<file path="config.mk">
export PLATFORM = sky130hd
export DESIGN_NAME = comma_aligner
export DESIGN_NICKNAME = d
export VERILOG_FILES = /design/src/rtl/comma_aligner.sv
export SDC_FILE = /design/constraint.sdc
export NUM_CORES = 1
export LEC_CHECK = 0
export CORE_ASPECT_RATIO = 0.9
export CORE_MARGIN = 8
export CORE_UTILIZATION = 61
export DETAILED_ROUTE_END_ITERATION = 12
export DONT_BUFFER_PORTS = 1
export GPL_TIMING_DRIVEN = 0
export PLACE_DENSITY_LB_ADDON = 0.25
export SLEW_MARGIN = 20
export SYNTH_ARGS = -nofsm -noshare
export SYNTH_HDL_FRONTEND = slang
export SYNTH_SLANG_ARGS = --single-unit
</file>
<file path="constraint.sdc">
create_clock -name clock -period 1.89 [get_ports clock]
set_input_delay 0.4725 -clock clock [delete_from_list [all_inputs] [get_ports clock]]
set_output_delay 0.4725 -clock clock [all_outputs]
set_load 0.02 [all_outputs]
</file>
<file path="src/rtl/comma_aligner.sv">
// Serial 8b/10b comma aligner: finds K28.5 in the bit stream, locks symbol
// boundaries and emits aligned 10-bit symbols. Define COMMA_ALIGNER_RXIDLE_EN to let rxidle drop lock.
module comma_aligner #(
  parameter logic [9:0] COMMA_P     = 10'b0101111100,
  parameter logic [9:0] COMMA_N     = 10'b1010000011,
  parameter int         LOCK_COMMAS = 3,
  parameter int         LOSS_COUNT  = 4
) (
  input  logic       clock,
  input  logic       Reset,
  input  logic       data_in,
  input  logic       rxidle,
  output logic [9:0] symbol_out,
  output logic       symbol_strobe,
  output logic       rxvalid,
  output logic       comma_det,
  output logic [1:0] align_state
);

  typedef enum logic [1:0] {
    UNLOCKED = 2'd0,
    CHECK    = 2'd1,
    LOCKED   = 2'd2
  } align_state_t;

  localparam logic [3:0] LOCK_N = 4'(LOCK_COMMAS);
  localparam logic [3:0] LOSS_N = 4'(LOSS_COUNT);

  align_state_t state;
  logic [9:0]   sr;
  logic [3:0]   phase;
  logic [3:0]   good;
  logic [3:0]   miss;
  logic         hit;
  logic         boundary;
  logic         idle_force;

  assign hit         = (sr == COMMA_P) | (sr == COMMA_N);
  assign boundary    = (phase == 4'd9);
  assign align_state = state;

`ifdef COMMA_ALIGNER_RXIDLE_EN
  assign idle_force = rxidle;
`else
  logic unused_rxidle;
  assign unused_rxidle = rxidle;
  assign idle_force    = 1'b0;
`endif

  // The phase counter free-runs; a comma seen while hunting or off-frame
  // restarts it so that phase==9 marks the cycle a whole symbol sits in sr.
  always_ff @(posedge clock) begin
    if (Reset) begin
      sr            <= '0;
      phase         <= '0;
      good          <= '0;
      miss          <= '0;
      symbol_out    <= '0;
      symbol_strobe <= 1'b0;
      rxvalid       <= 1'b0;
      comma_det     <= 1'b0;
      state         <= UNLOCKED;
    end else begin
      sr            <= {data_in, sr[9:1]};
      comma_det     <= hit;
      rxvalid       <= (state == LOCKED);
      symbol_strobe <= 1'b0;
      phase         <= boundary ? 4'd0 : phase + 4'd1;

      if (idle_force) begin
        state <= UNLOCKED;
        good  <= '0;
        miss  <= '0;
      end else begin
        case (state)
          UNLOCKED: begin
            if (hit) begin
              phase <= 4'd0;
              good  <= 4'd1;
              if (LOCK_N == 4'd1) begin
                state <= LOCKED;
                miss  <= '0;
              end else begin
                state <= CHECK;
              end
            end
          end

          CHECK: begin
            if (boundary) begin
              symbol_out    <= sr;
              symbol_strobe <= 1'b1;
              if (hit) begin
                good <= good + 4'd1;
                if (good + 4'd1 >= LOCK_N) begin
                  state <= LOCKED;
                  miss  <= '0;
                end
              end
            end else if (hit) begin
              phase <= 4'd0;
              good  <= 4'd1;
            end
          end

          LOCKED: begin
            if (boundary) begin
              symbol_out    <= sr;
              symbol_strobe <= 1'b1;
              if (hit)
                miss <= '0;
            end else if (hit) begin
              miss <= miss + 4'd1;
              if (miss + 4'd1 >= LOSS_N) begin
                state <= UNLOCKED;
                phase <= 4'd0;
              end
            end
          end

          default: state <= UNLOCKED;
        endcase
      end
    end
  end

endmodule

</file>
# Word-level counts from Yosys, hierarchy flattened
# Index checks and enable logic that the tools add are counted.
# W data, S select, Z words.
# totals
register_bits	37
latchBits	0
ramBits	0
mem_bits_ro	0
out_inout_bits	15
n_memories	0
# op_classes
n_addsub	3
multipliers	0
div_mod_pow	0
n_lt_le_gt_ge	2
n_eq_ne	13
shifts	0
n_mux	27
bitwise_logic	2
n_reduce_logical	9
# ops
op	count
$mux W4	15
$pmux W4 S2	2
$mux W2	7
$add A4 B1 Y4 const B	3
$ne A2 B2 Y1 const B	6
$pmux W4 S3	1
$eq A10 B10 Y1 const B	1
$eq A10 B9 Y1 const B	1
$reduce_and A7 Y1	1
$pmux W2 S3	1
$reduce_and A5 Y1	1
$eq A4 B4 Y1 const B	1
$ge A4 B2 Y1 const B	1
$ge A4 B3 Y1 const B	1
$reduce_and A2 Y1	2
$reduce_bool A2 Y1	2
$reduce_or A2 Y1	2
$ne A3 B3 Y1 const B	1
$eq A2 B1 Y1 const B	1
$eq A2 B2 Y1 const B	1
$logic_not A2 Y1	1
$ne A2 B1 Y1 const B	1
$mux W1	1
$not A1 Y1	1
$or A1 B1 Y1	1

# Logic depth before layout (Yosys ltp)
# Gate-level depths: netlist (run 1).
# logic_depth
depth_word	6
mapped_depth	9
depth_no_buf	8

# Least setup slack after synthesis (run 1)
# Ideal clock, no wire load.
# synth_timing
path_kind	register to register
start	reg state[1], in the netlist align_state[1]
end	reg state[1], in the netlist align_state[1]
setup_ns	0.087
arrival_ns	1.802
path_slack_ns	0.001
stages_incl_launch_ff	8
path_buffers	0
cell_sequence	dfxtp_1 > inv_1 > ha_1 > and4b_1 > a22oi_1 > nand2b_1 > or4b_1 > o31ai_1
# synth_via
elab_chain_len	3
# synth_rtl
element	line	text
start, declared	29	align_state_t state;
start signal, assigned	62	state <= UNLOCKED;
start signal, assigned	71	state <= UNLOCKED;
start signal, assigned	81	state <= LOCKED;
$eq A2 B1 Y1 (tied with other cells)	75	case (state)
$ne A2 B2 Y1 (no line) or $ne A2 B1 Y1 (tied branches)	n/a	
$reduce_and A7 Y1 (no line)	n/a	
# Parallel ways exist; a longest one is shown, timed or not.
# A chain may end at the register's enable or synchronous reset.

# Worst setup path after layout (run 1)
# layout_timing
start	reg phase[1]
end	reg state[1], in the netlist align_state[1]
# layout_via
elab_chain_len	3
# layout_rtl
element	line	text
start, declared	31	logic [3:0] phase;
start signal, assigned	68	phase <= boundary ? 4'd0 : phase + 4'd1;
$eq A4 B4 Y1 (*)	39	assign boundary = (phase == 4'd9);
$ne A2 B2 Y1 (no line)	n/a	
$reduce_and A7 Y1 (no line) (*)	n/a	
# Mark *: on every way between the ends. The rest lies on a longest branch, timed or not.

==> flow_summary.toml, run 1 <==
[grt]
grt_pass1_vias = 1226
antenna_found_initial = 0
grt_usage_pct = 15.3
overflow = 0
grt_pass1_wl_mm = 5.57
grt_max_degree = 13

[clocking]
cts_sinks = 37
cts_buffer_depth = 2
htreeDepth = 2
numCtsBuffers = 5
clk-insertion-delay-late_ns = 0.35
cts_hold_buf = 0
clock-root-buffer = "clkbuf_4"
cts.clk_slew.worst_paths_ns = 0.12
cts_tree = "done"

[synthesis]
synthCells = 177
synth_area_leaders = "dfxtp_1 (46%), ha_1 (7.0%), nand2_1 (6.1%), nor2b_1 (5.4%), a21oi_1 (4.3%)"
synth_edf_count = 0
ys_warn_count = 0
synth_common_cells = "dfxtp_1 (37), nand2_1 (26), a21oi_1 (14), nor2b_1 (14), nor2_1 (10)"
synth_seq_area_share_pct = 46.0
synth_top_area_share_pct = 46.0
syn-cell-area_mm2 = 0.00161
synth-main-ff-cell = "dfxtp_1"
async_flop_share_pct = 0
yosysTopAreaCell = "dfxtp_1"
syn_nets = 190
synth_area_per_cell_um2 = 9.10
ys_ff_latch = 37
synth_most_common_cell = "dfxtp_1"
synth_cell_types = 38

[worst_setup_path]
crit_slowest_cell = "or4b_4"
endpoint = "align_state[1]"
timing.rr.end = "align_state[1]"
reg2reg_slack_ns = 0.0003
critPathKind = "reg -> reg"
r2r_cells = 9
cp_num_buf_inv = 2
reg2reg_from = "phase[1]"
cp.depth = 9
cp.arrival_ns = 2.16
cpLargestDelayFamily = "simple AND/OR/NAND/NOR gates"
crit_required_ns = 2.16
cp_max_fo = 5
cp-startpoint = "phase[1]"
worst_setup_path_start_kind = "flop"
critical_path.cell_chain = "inv_2 -> ha_4 -> and3b_1 -> buf_6 -> o41ai_4 -> a22oi_2 -> nand2b_1 -> or4b_4 -> o31ai_2"
end_kind = "flop"
cpPeakStageDelay_ns = 0.53

[power]
p_sw_share_pct = 25.7
power.share.clock_pct = 37.5
p_int_mw = 1.35
p_seq_share_pct = 48.1
netSwitchingPower_mw = 0.468
power_density_mw_per_mm2 = 976
ir_worst_vdd_mv = 1.12
p_leak_nw = 0.664
p_comb_share_pct = 14.4

[flow_run]
drv_cap = 0

[die]
io_pins = 19
rows = 17
die_h_um = 64.8
dieArea_mm2 = 0.00454
start_util_pct = 64.8
core_area_mm2 = 0.00249
die_x_um = 70.2

[sta]
finalCritPeriodShare_pct = 100
maxClockFrequency_mhz = 529
rsz0062_at_grt = "true"
whs_ns = 0.255
setup_tns_ns = 0
tightest_slew_ns = 0.534
clock_skew_ns = 0.00857
worst_slew_margin_rel_pct = 64.4
setup_viol = 0
fin_crit_ns = 1.89
layout_setup_ws_ns = 0.000252
slew_viol_final = 0
hold_violations = 0

[finish]
nNetsFinal = 200
final_cell_area_mm2 = 0.00186
utilization_pct = 74.9
n_antenna_cell = 0
area_growth_pct = 15.6
drive_gt1_share_pct = 17.0

[routing]
wl_met1_mm = 1.48
via_per_inst = 5.80
top_layer = "met4"
drt_iter0_drc = 65
vias = 1252
wl_met2_mm = 1.60
wl_met3_um = 242
post_drt_wl_per_cell_um = 15.7
drc_errors = 0
wirelength_mm = 3.38
drt_first_pass_iters = 4
ant_nets = 0

[outcome]
status = "complete, no violations"

[place]
dp_hpwl_mm = 2.40
gp_congestion = 0.781
place_area_mm2 = 0.00165
dp_slack_ns = -0.290
io_buffer_count = 0

[hold_path]
hp-start = "data_in"
min_path_type = "in -> reg"
-- state kept, by name (all words and copies together) (netlist names) --
register and cells:
sr 10, symbol_out 10, good 4, miss 4, phase 4, align_state 2, comma_det 1, rxvalid 1
symbol_strobe 1
-- per-stage QoR --
step                      power (mW)  instances
after floorplan                 1.03        177
after global placement          1.06        205
after detailed placement        1.08        205
after CTS                       1.76        213
after global routing            1.88        216
final                           1.82        216
-- cells by family (layout without fill, tap and decap cells) --
| family | count (synthesis) | after routing | synth area share [%] |
|---|---|---|---|
| AND/OR/NAND/NOR | 84 | 84 | 27.6 |
| flip-flops | 37 | 37 | 46.0 |
| AO/OA/AOI/OAI | 29 | 29 | 12.8 |
| buffers and inverters | 11 | 22 | 2.64 |
| adder cells (fa/ha/maj) | 9 | 9 | 6.99 |
| XOR/XNOR | 4 | 4 | 2.17 |
| multiplexers | 3 | 3 | 1.86 |
-- timing repair --
action                     CTS  global route
gates resized for setup      7            18
setup endpoints to repair    6            21
pin swaps                    2             2
setup buffers                0             3
-- layout make-up --
type | count | area [um2]
clock buffers | 5 | 37.5
fillers | 167 | 626
flip-flops and latches | 37 | 751
well taps | 28 | 35.0
plain buffers | 7 | 33.8
inverters | 4 | 15.0
repair buffers | 3 | 22.5
multi-input cells | 129 | 903
clock inverters | 3 | 65.1
-- layer usage --
metal  GRT usage, %  vias up
met2           23.6       24
met5              0        -
met1           17.3      583
met3           6.54        7
met4           9.02        0
li1               -      638
-- placed cells by master, fill, tap and decap left out, types with 3 or more instances in the layout --
| cell type | synthesis | final |
|---|---|---|
| dfxtp_1 | 37 | 33 |
| nand2_1 | 26 | 26 |
| nor2b_1 | 14 | 14 |
| a21oi_1 | 14 | 14 |
| nor2_1 | 10 | 10 |
| ha_1 | 9 | 7 |
| clkbuf_1 | 6 | 6 |
| nor4_1 | 5 | 5 |
| nand2b_1 | 5 | 5 |
| nand3_1 | 5 | 5 |
| clkbuf_4 | 0 | 5 |
| nor3_1 | 5 | 4 |
| xor2_1 | 3 | 3 |
| mux2i_1 | 3 | 3 |
| and2_1 | 3 | 3 |
| buf_4 | 0 | 3 |
-- power groups by stage --
stage | registers (mW) | clock network [mW] | logic [mW]
6_report | 0.875 | 0.682 | 0.261
5_1_grt | 0.881 | 0.708 | 0.290
4_1_cts | 0.860 | 0.686 | 0.214
3_5_place_dp | 0.877 | 0 | 0.203
3_3_place_gp | 0.874 | 0 | 0.190
2_1_floorplan | 0.866 | 0 | 0.165
-- how the worst min path moves through the flow --
stage	endpoint	cells after the start
3_3_place_gp	symbol_out[4]	2
6_report	sr[9]	1
4_1_cts	sr[9]	1
3_5_place_dp	symbol_out[4]	2
5_1_grt	sr[9]	1
2_1_floorplan	symbol_out[7]	2
Power figures use the tool's default switching activity.
==> run 2: changes to the inputs <==
--- a/config.mk
+++ b/config.mk
@@ -12,6 +12,7 @@
 export DONT_BUFFER_PORTS = 1
 export GPL_TIMING_DRIVEN = 0
 export PLACE_DENSITY_LB_ADDON = 0.25
+export SKIP_CTS_REPAIR_TIMING = 1
 export SLEW_MARGIN = 20
 export SYNTH_ARGS = -nofsm -noshare
 export SYNTH_HDL_FRONTEND = slang
==> run 2 against run 1 <==
Effect of this change: critical path depth stayed put; global-route usage hardly changed; design area is 0.13% higher; highest routed layer unchanged.
==> flow_summary.toml, run 2 (synthesized netlist as in run 1, its figures left out) <==
[worst_setup_path]
critPathKind = "reg -> reg"
reg2reg_slack_ns = 0.03
cp_max_fo = 5
crit_slowest_cell = "or4b_4"
end_kind = "flop"
r2r_cells = 9
timing.rr.end = "align_state[1]"
critical_path.cell_chain = "inv_2 -> ha_4 -> and3b_1 -> buf_6 -> o41ai_4 -> a22oi_2 -> nand2b_1 -> or4b_4 -> o31ai_2"
reg2reg_from = "phase[1]"
crit_required_ns = 2.16
cp.arrival_ns = 2.13
worst_setup_path_start_kind = "flop"
cpPeakStageDelay_ns = 0.53

[sta]
worst_slew_margin_rel_pct = 64.4
tightest_slew_ns = 0.534
whs_ns = 0.256
finalCritPeriodShare_pct = 98.6
layout_setup_ws_ns = 0.0261
slew_viol_final = 0
rsz0062_at_grt = "true"
fin_crit_ns = 1.86
hold_violations = 0
clock_skew_ns = 0.00773
maxClockFrequency_mhz = 537
setup_viol = 0

[die]
start_util_pct = 64.8
rows = 17
dieArea_mm2 = 0.00454
die_h_um = 64.8
die_x_um = 70.2
io_pins = 19
core_area_mm2 = 0.00249

[finish]
n_antenna_cell = 0
most-common-layout-cells = "dfxtp_1 (33), nand2_1 (26), nor2b_1 (14), a21oi_1 (14), nor2_1 (10)"
drive_gt1_share_pct = 17.0
final_cell_area_mm2 = 0.00187
area_growth_pct = 15.8
utilization_pct = 75.0
largestRegisters = "sr x10, symbol_out x10"
nNetsFinal = 200
layout_commonest_cell = "dfxtp_1"

[hold_path]
min_path_cells = 1
min_path_type = "in -> reg"
hp-start = "data_in"
hold_path_end = "sr[9]"

[routing]
post_drt_wl_per_cell_um = 15.8
vias = 1271
ant_nets = 0
drt_first_pass_iters = 4
wirelength_mm = 3.41
drt_iter0_drc = 87
drc_errors = 0
via_per_inst = 5.88

[grt]
grt_pass1_wl_mm = 5.55
grt_pass1_vias = 1224
grt_max_degree = 13
grt_usage_pct = 15.2
antenna_found_initial = 0
overflow = 0

[power]
power_density_mw_per_mm2 = 972
power.total_mw = 1.81
p_leak_nw = 0.665
ir_worst_vdd_mv = 1.05

[clocking]
clk-insertion-delay-late_ns = 0.34
numCtsBuffers = 5
cts_sinks = 37
cts.clk_slew.worst_paths_ns = 0.12
htreeDepth = 2
clock-root-buffer = "clkbuf_4"
cts_tree = "done"
cts_buffer_depth = 2

[place]
dp_hpwl_mm = 2.40
gp_congestion = 0.781
io_buffer_count = 0
dp_slack_ns = -0.290
place_area_mm2 = 0.00165

[flow_run]
drv_cap = 0

[outcome]
status = "complete, no violations"
## run 2: changes by cell type in the layout (fill, tap and decap cells not counted)
cell / before / now
inv_2: 2 / 1
o21ai_1: 2 / 0
o21ai_0: 2 / 4
inv_4: 0 / 1
## run 2: critical path: cells and delay by family, from the launching register on
kind / cells / cell delay [ns]
flip-flops: 1 / 0.35
AO/OA/AOI/OAI: 3 / 0.33
buffers and inverters: 2 / 0.19
adder cells (fa/ha/maj): 1 / 0.10
AND/OR/NAND/NOR: 3 / 0.81
## run 2: how the worst max path moves through the flow
stage | start | endpoint | depth (start not counted)
global placement | align_state[1] | miss[2] | 7
finish | phase[1] | align_state[1] | 9
CTS | align_state[1] | miss[2] | 7
floorplan | align_state[1] | align_state[1] | 7
detailed placement | align_state[1] | miss[2] | 7
global route | phase[1] | miss[2] | 9
## run 2: metrics by stage
stage / TNS (ns) / cells
2_1_floorplan: 0 / 177
6_report: 0 / 216
5_1_grt: -0.125 / 216
4_1_cts: -1.65 / 213
3_3_place_gp: -0.848 / 205
3_5_place_dp: -1.19 / 205
## run 2: cell type report
class                      instances  area, um2
multi-input combinational        129        903
sequential                        37        751
fill                             168        623
clock inverter                     3       65.1
clock buffer                       5       37.5
tap                               28       35.0
buffer                             7       33.8
timing repair buffer               3       22.5
inverter                           4       17.5
## run 2: power breakdown
group	leakage (nW)	switching, mW	internal [mW]
Sequential	0.301	0.0556	0.820
Combinational	0.308	0.137	0.121
Clock	0.0552	0.270	0.410
## run 2: layer usage
layer / GRT usage [%] / part of all wire [%] / vias up / routed length, um
li1: - / - / 633 / -
met1: 17.3 / 43 / 602 / 1470
met2: 23.8 / 48 / 28 / 1640
met3: 6.39 / 6.9 / 8 / 235
met4: 8.52 / 1.8 / 0 / 61
met5: 0 / 0 / - / 0
==> run 3: changes to the inputs <==
--- a/config.mk
+++ b/config.mk
@@ -13,7 +13,6 @@
 export GPL_TIMING_DRIVEN = 0
 export PLACE_DENSITY_LB_ADDON = 0.25
 export SKIP_CTS_REPAIR_TIMING = 1
-export SLEW_MARGIN = 20
 export SYNTH_ARGS = -nofsm -noshare
 export SYNTH_HDL_FRONTEND = slang
 export SYNTH_SLANG_ARGS = --single-unit
==> results of run 3 <==
No change in the layout: final DEF, timing and power equal those of run 2.
